[src/rtl/ram8_bank_pkg.sv]
// rtl/ram8_bank_pkg.sv - shared sizes and sweep FSM encoding for the RAM8 bank family
package ram8_bank_pkg;

   localparam int DATA_W = 16;
   localparam int ADDR_W = 3;
   localparam int DEPTH  = 8;

   typedef enum logic {
      IDLE  = 1'b0,
      SWEEP = 1'b1
   } state_t;

endpackage

[src/rtl/ram8_bank_register16.sv]
// rtl/ram8_bank_register16.sv - one bank entry: loadable register with async active-low reset
module register16
   import ram8_bank_pkg::*;
#(
   parameter int WIDTH = DATA_W
) (
   input  logic             clk,
   input  logic             rst_n,
   input  logic [WIDTH-1:0] d,
   input  logic             load,
   output logic [WIDTH-1:0] q
);

   always_ff @(posedge clk or negedge rst_n) begin
      if (!rst_n) begin
         q <= '0;
      end else if (load) begin
         q <= d;
      end
   end

endmodule

[src/rtl/ram8_bank.sv]
// rtl/ram8_bank.sv - 8 x WIDTH register bank with combinational read and a clear-sweep sequencer
module ram8_bank
   import ram8_bank_pkg::*;
#(
   parameter int WIDTH = DATA_W,
   parameter int AW    = ADDR_W
) (
   input  logic             clk,
   input  logic             rst_n,
   input  logic [WIDTH-1:0] in,
   input  logic             load,
   input  logic [AW-1:0]    address,
   input  logic             clr,
   output logic [WIDTH-1:0] out,
   output logic             busy,
   output logic             clr_done
);

   state_t           state;
   logic [AW-1:0]    cnt;
   logic [DEPTH-1:0] dec_load;
   logic [DEPTH-1:0] we;
   logic [WIDTH-1:0] wdata;
   logic [WIDTH-1:0] q [DEPTH];

   always_ff @(posedge clk or negedge rst_n) begin
      if (!rst_n) begin
         state    <= IDLE;
         cnt      <= '0;
         clr_done <= 1'b0;
      end else begin
         clr_done <= 1'b0;
         case (state)
            IDLE: begin
               if (clr) begin
                  state <= SWEEP;
                  cnt   <= '0;
               end
            end
            SWEEP: begin
               cnt <= cnt + 1'b1;
               if (cnt == AW'(DEPTH - 1)) begin
                  state    <= IDLE;
                  clr_done <= 1'b1;
               end
            end
            default: state <= IDLE;
         endcase
      end
   end

   assign busy = (state == SWEEP);

   // One-hot load decode; a clr in IDLE takes priority and drops the same-cycle load.
   always_comb begin
      dec_load = '0;
      if (load && !clr) begin
         dec_load[address] = 1'b1;
      end
   end

   assign wdata = busy ? '0 : in;

   for (genvar i = 0; i < DEPTH; i++) begin : g_entry
      assign we[i] = (dec_load[i] & ~busy) | (busy & (cnt == AW'(i)));

      register16 #(.WIDTH(WIDTH)) u_reg (
         .clk   (clk),
         .rst_n (rst_n),
         .d     (wdata),
         .load  (we[i]),
         .q     (q[i])
      );
   end

   assign out = q[address];

endmodule

[config.mk]
export PLATFORM = sky130hd
export DESIGN_NAME = ram8_bank
export DESIGN_NICKNAME = d
export VERILOG_FILES = /design/src/rtl/ram8_bank_pkg.sv /design/src/rtl/ram8_bank_register16.sv /design/src/rtl/ram8_bank.sv
export SDC_FILE = /design/constraint.sdc
export NUM_CORES = 1
export LEC_CHECK = 0
export BUFFER_PORTS_ARGS = -buffer_cell sky130_fd_sc_hd__buf_2
export CORE_UTILIZATION = 46
export DETAILED_ROUTE_END_ITERATION = 10
export SLEW_MARGIN = 20
export SYNTH_ARGS = -nofsm -noshare
export SYNTH_HDL_FRONTEND = slang
export SYNTH_SLANG_ARGS = --single-unit
[constraint.sdc]
create_clock -name clk -period 3.4 [get_ports clk]
set_input_delay 0.17 -clock clk [delete_from_list [all_inputs] [get_ports clk]]
set_output_delay 0.17 -clock clk [all_outputs]
set_load 0.005 [all_outputs]
### Word-level counts from Yosys, hierarchy flattened

Index checks and enable logic that the tools add are counted.

* add/subtract/negate cells: 1
* multiply operators: 0
* divide/modulo/power cells: 0
* magnitude comparators: 3
* equal/unequal tests: 8
* shift operators: 0
* mux-type cells: 14
* bitwise operators: 26
* reduce and logical (&&, ||, !) cells: 4

Operators with widths (number)
* binary-select mux 16 bit (select 3 bit): 1
* 2-to-1 mux 16 bit: 3
* bitwise AND 1 bit: 16
* == test 3 bit (second input constant): 4
* 2-to-1 mux 8 bit: 1
* bitwise OR 1 bit: 8
* == test 3 x 2 -> 1 bit (second input constant): 2
* case mux 3 bit (2 select lines): 1
* 2-to-1 mux 1 bit: 5
* >= comparator 4 bit (second input constant): 1
* less-than comparator 3 x 4 -> 1 bit (second input constant): 1
* inverter 3 -> 4 bit: 1
* adder 3 x 1 -> 3 bit (second input constant): 1
* demux 1 bit (select 3 bit): 1
* == test 3 x 1 -> 1 bit (second input constant): 1
* >= comparator 3 x 1 -> 1 bit (second input constant): 1
* logical NOT 3 bit: 1
* 2-to-1 mux 3 bit: 1
* logical AND 1 bit: 2
* != test 2 bit (second input constant): 1
* case mux 1 bit (2 select lines): 1
* logical NOT 1 bit: 1
* inverter 1 bit: 1

* bits in registers: 133
* latch bits: 0
* RAM bits: 0
* ROM bits: 0
* input bits: 23
* logic and storage cells: 67
* memories: 0

### Logic depth before layout (Yosys ltp)

* word-level depth: 7
* gate-level depth with buffers: 6
* mapped depth without buffers: 5

### By module

A second synthesis with hierarchy kept.

* cell total of the unflattened synthesis: 436
* area, all modules: 6736.5 µm²

By module, submodules not included
* register16: times used 8, cells an instance 34, area each 649.4 µm², sequential area each 400.4 µm²
* ram8_bank: times used 1, cells an instance 164, area each 1541.5 µm², sequential area each 125.1 µm²

### Least setup slack after synthesis

Ideal clock, no wire load.

* kind: register to register
* start: register state, in the netlist busy
* end: register g_entry[3].u_reg.q[10]
* arrival time: 1.578 ns
* slack: 1.696 ns
* cell stages (with the launch flop): 5
* path through: dfrtp_1 -> nor4b_4 -> a21oi_1 -> buf_2 -> a221o_1

* word-level cells in the longest chain between the ends: 3
* elaborated cells between the ends (all ways): 5
* those cells by class: mux: 1; bitwise: 4

RTL lines
* start, declared: line ram8_bank.sv:19 `state_t state;`
* start signal, assigned: line ram8_bank.sv:28 `state <= IDLE;`
* start signal, assigned: line ram8_bank.sv:36 `state <= SWEEP;`
* start signal, assigned: line ram8_bank.sv:43 `state <= IDLE;`
* inverter 1 bit
* bitwise AND 1 bit: line ram8_bank.sv:65 `assign we[i] = (dec_load[i] & ~busy) | (busy & (cnt == AW'(i)));`
* bitwise OR 1 bit: line ram8_bank.sv:65
* end signal, assigned: line ram8_bank_register16.sv:16 `q <= '0;`
* end signal, assigned: line ram8_bank_register16.sv:18 `q <= d;`
* end, declared: line ram8_bank_register16.sv:11 `output logic [WIDTH-1:0] q`

Several ways; a longest one is shown, not always the timed one.
A chain may end at the register's enable or synchronous reset.

### Worst setup path in the final report

* start: register state, in the netlist busy
* end: register g_entry[0].u_reg.q[1]

* word-level cells in the longest chain between the ends: 3
* elaborated cells between the ends (all ways): 5
* those cells by class: mux: 1; bitwise: 4

RTL lines (line)
* inverter 1 bit
* bitwise AND 1 bit: ram8_bank.sv:65
* bitwise OR 1 bit: ram8_bank.sv:65
* end signal, assigned: ram8_bank_register16.sv:16
* end signal, assigned: ram8_bank_register16.sv:18
* end, declared: ram8_bank_register16.sv:11

Several ways; a longest one is shown, not always the timed one.

==> metrics.yaml <==
status:
  status: "completed"
global_route:
  grt_usage_pct: 26.3
  grt_max_degree: 114
  antenna_found_initial: 0
  grt_pass1_vias: 5386
  overflow: 0
  grt_pass1_wl_um: 30800
yosys:
  ys_seq_elements: 133
  synth-edff-count: 0
  dominantRegCellSynth: "dfrtp_1"
  syn_inst: 625
  synth_area_um2: 6930
  syn_nets: 655
  ys_async_sr_fraction_pct: 100
  yosysSeqAreaShare_pct: 48.0
  synth_warnings: 0
  synth_cell_types: 37
  synth_area_per_cell_um2: 11.1
power:
  p_per_area_nw_per_um2: 684
  p_leak_nw: 4.12
  irDropWorstVdd_v: 0.000342
setup_path:
  rr_endpoint: "g_entry[0].u_reg.q[1]"
  path_class: "reg2reg"
  path_max_fanout: 37
  worstSetupEndpoint: "g_entry[0].u_reg.q[1]"
  r2r_cells: 4
  r2r_slack_ns: 1.12
  start_kind: "flip-flop"
  startpoint: "busy"
  cp_data_required_time_ns: 3.67
  arrival_ns: 2.55
  r2r-start: "busy"
  cp-end-kind: "flip-flop"
routing:
  drc_errors: 0
  first_iter_violations: 411
  drt-total-wl_um: 19200
  ant_nets: 0
  drt_pass1_iterations: 6
  vias: 5106
  vias_per_cell: 5.99
  wl_per_cell_um: 22.5
timing:
  post-route-worst-setup-slack_ns: 1.12
  max_clock_freq_mhz: 438
  slew_violations: 0
  slew_headroom_pct: 26.6
  hold_viol_final: 0
  period_share_pct: 67.2
  min_period_ns: 2.28
  rsz0062_at_grt: "no"
  finalSetupViolations: 0
  tightest_slew_ns: 1.10
  setup_tns_ns: 0
  finClkSkew_ns: 0.00419
clocking:
  htree_levels: 4
  cts.clk_slew.worst_paths_ns: 0.06
  cts_setup_buffers: 0
  clkSinkCount: 133
  ctsLongestPathBuffers: 2
  clock-root-buffer: "clkbuf_16"
  clkLatencyLatePin_ns: 0.42
  cts_tree: "done"
  numCtsBuffers: 17
die:
  core_um2: 14600
  start_util_pct: 47.5
  ios: 41
  die_width_um: 125
  rows: 44
  dieArea_um2: 15600
  fp.dieH_um: 125
placement:
  placedCellCount: 816
  place_area_um2: 7250
  place_ws_ns: 1.08
  place_hpwl_um: 11600
  port_buffers: 40
  gp_congestion: 0.779
layout:
  fin_util_pct: 54.3
  area_delta_synth_final_pct: 14.4
  final_area_um2: 7920
  drive_gt1_share_pct: 16.9
  nets: 686
  final_cells: 853
  diodes: 0
min_path:
  worstHoldStart: "in[9]"
  hp-class: "in2reg"
job:
  drv_cap: 0
power by group:
group          internal, mW  leakage, nW  switching, mW
Sequential             1.88         1.82          0.216
Combinational         0.531         2.00          0.864
Clock                  1.25        0.302          0.682
Total                  3.65         4.12           1.76
per-layer routing:
layer | track usage [%] | wire length [um]
met2 | 42.3 | 9200
met5 | 0 | 0
met4 | 9.71 | 350
met3 | 5.67 | 1010
met1 | 34.8 | 8600
worst max-delay path, cell delays in order, from the launching register on:
cell      delay, ns
dfrtp_1        0.43
buf_4          0.40
nand3b_1       0.86
nand2_1        0.31
mux2i_1        0.12
synthesized netlist by cell type, types with 12 or more instances:
| cell type | n | area [um2] |
|---|---|---|
| nor2b_1 | 14 | 87.6 |
| o21ai_0 | 12 | 60.1 |
| a221o_1 | 23 | 230 |
| dfrtp_1 | 133 | 3330 |
| mux2i_1 | 115 | 1150 |
| nand3_1 | 15 | 75.1 |
| nand2b_1 | 13 | 81.3 |
| clkbuf_1 | 18 | 67.6 |
| nor3_1 | 12 | 60.1 |
| nand2_1 | 115 | 432 |
| mux4_2 | 14 | 315 |
| inv_1 | 13 | 48.8 |
| buf_2 | 18 | 90.1 |
worst min path at each step:
stage,endpoint,slack (ns),cells past startpoint
final,g_entry[7].u_reg.q[9],0.02,2
after global routing,g_entry[7].u_reg.q[11],0.02,2
after CTS,g_entry[7].u_reg.q[9],0.004,2
after detailed placement,g_entry[2].u_reg.q[2],0.39,1
after global placement,g_entry[0].u_reg.q[2],0.39,1
after floorplan,busy,-0.13,0
placed cells by master, fill, tap and decap left out, drive strengths merged, types with 3 or more instances in the layout:
cell type | Yosys | layout
dfrtp | 133 | 133
nand2 | 121 | 121
mux2i | 115 | 115
buf | 28 | 52
clkbuf | 18 | 25
a221o | 23 | 23
nand3 | 15 | 15
mux4 | 14 | 14
nor2b | 14 | 14
inv | 13 | 13
nand2b | 13 | 13
o21ai | 12 | 12
nor3 | 12 | 12
o211a | 11 | 11
a21oi | 10 | 10
o211ai | 9 | 9
mux2 | 8 | 8
nor3b | 8 | 8
o32a | 8 | 8
a211o | 8 | 8
a31oi | 7 | 7
ha | 7 | 7
dlygate4sd3 | 0 | 5
nor2 | 4 | 4
clkinv | 1 | 4
nand3b | 3 | 3
bufinv | 0 | 3
flip-flops by register name (all words and copies together) (netlist names):
signal	cells
busy	1
g_entry.u_reg.q	128
clr_done	1
cnt	3
cell families (layout without fill, tap and decap cells):
group | after synthesis | in the layout | synth area share, %
AND/OR/NAND/NOR | 197 | 197 | 13.7
AO/OA/AOI/OAI | 91 | 91 | 10.6
multiplexers | 137 | 137 | 22.5
flip-flops | 133 | 133 | 48.0
adder cells (fa/ha/maj) | 7 | 7 | 1.26
buffers and inverters | 60 | 104 | 3.85
area by class of cell:
class	instances	area (um2)
Inverter	14	52.6
Timing Repair Buffer	58	357
Multi-Input combinational cell	432	3330
Tap cell	184	230
Clock buffer	24	502
Fill cell	1279	6670
Clock inverter	8	120
Sequential cell	133	3330
metrics by stage:
| step | hold WS (ns) | power (mW) |
|---|---|---|
| final | 0.0160 | 5.42 |
| after global routing | 0.0187 | 5.68 |
| after CTS | 0.00367 | 5.43 |
| after detailed placement | 0.392 | 3.50 |
| after global placement | 0.395 | 3.45 |
| after floorplan | -0.126 | 2.98 |
what timing repair did:
action                    4_1_cts  5_1_grt
hold endpoints to repair      116        0
hold buffers                    5        0
gates resized for setup         0        0
Note: power is estimated with default switching activity, not from simulation.
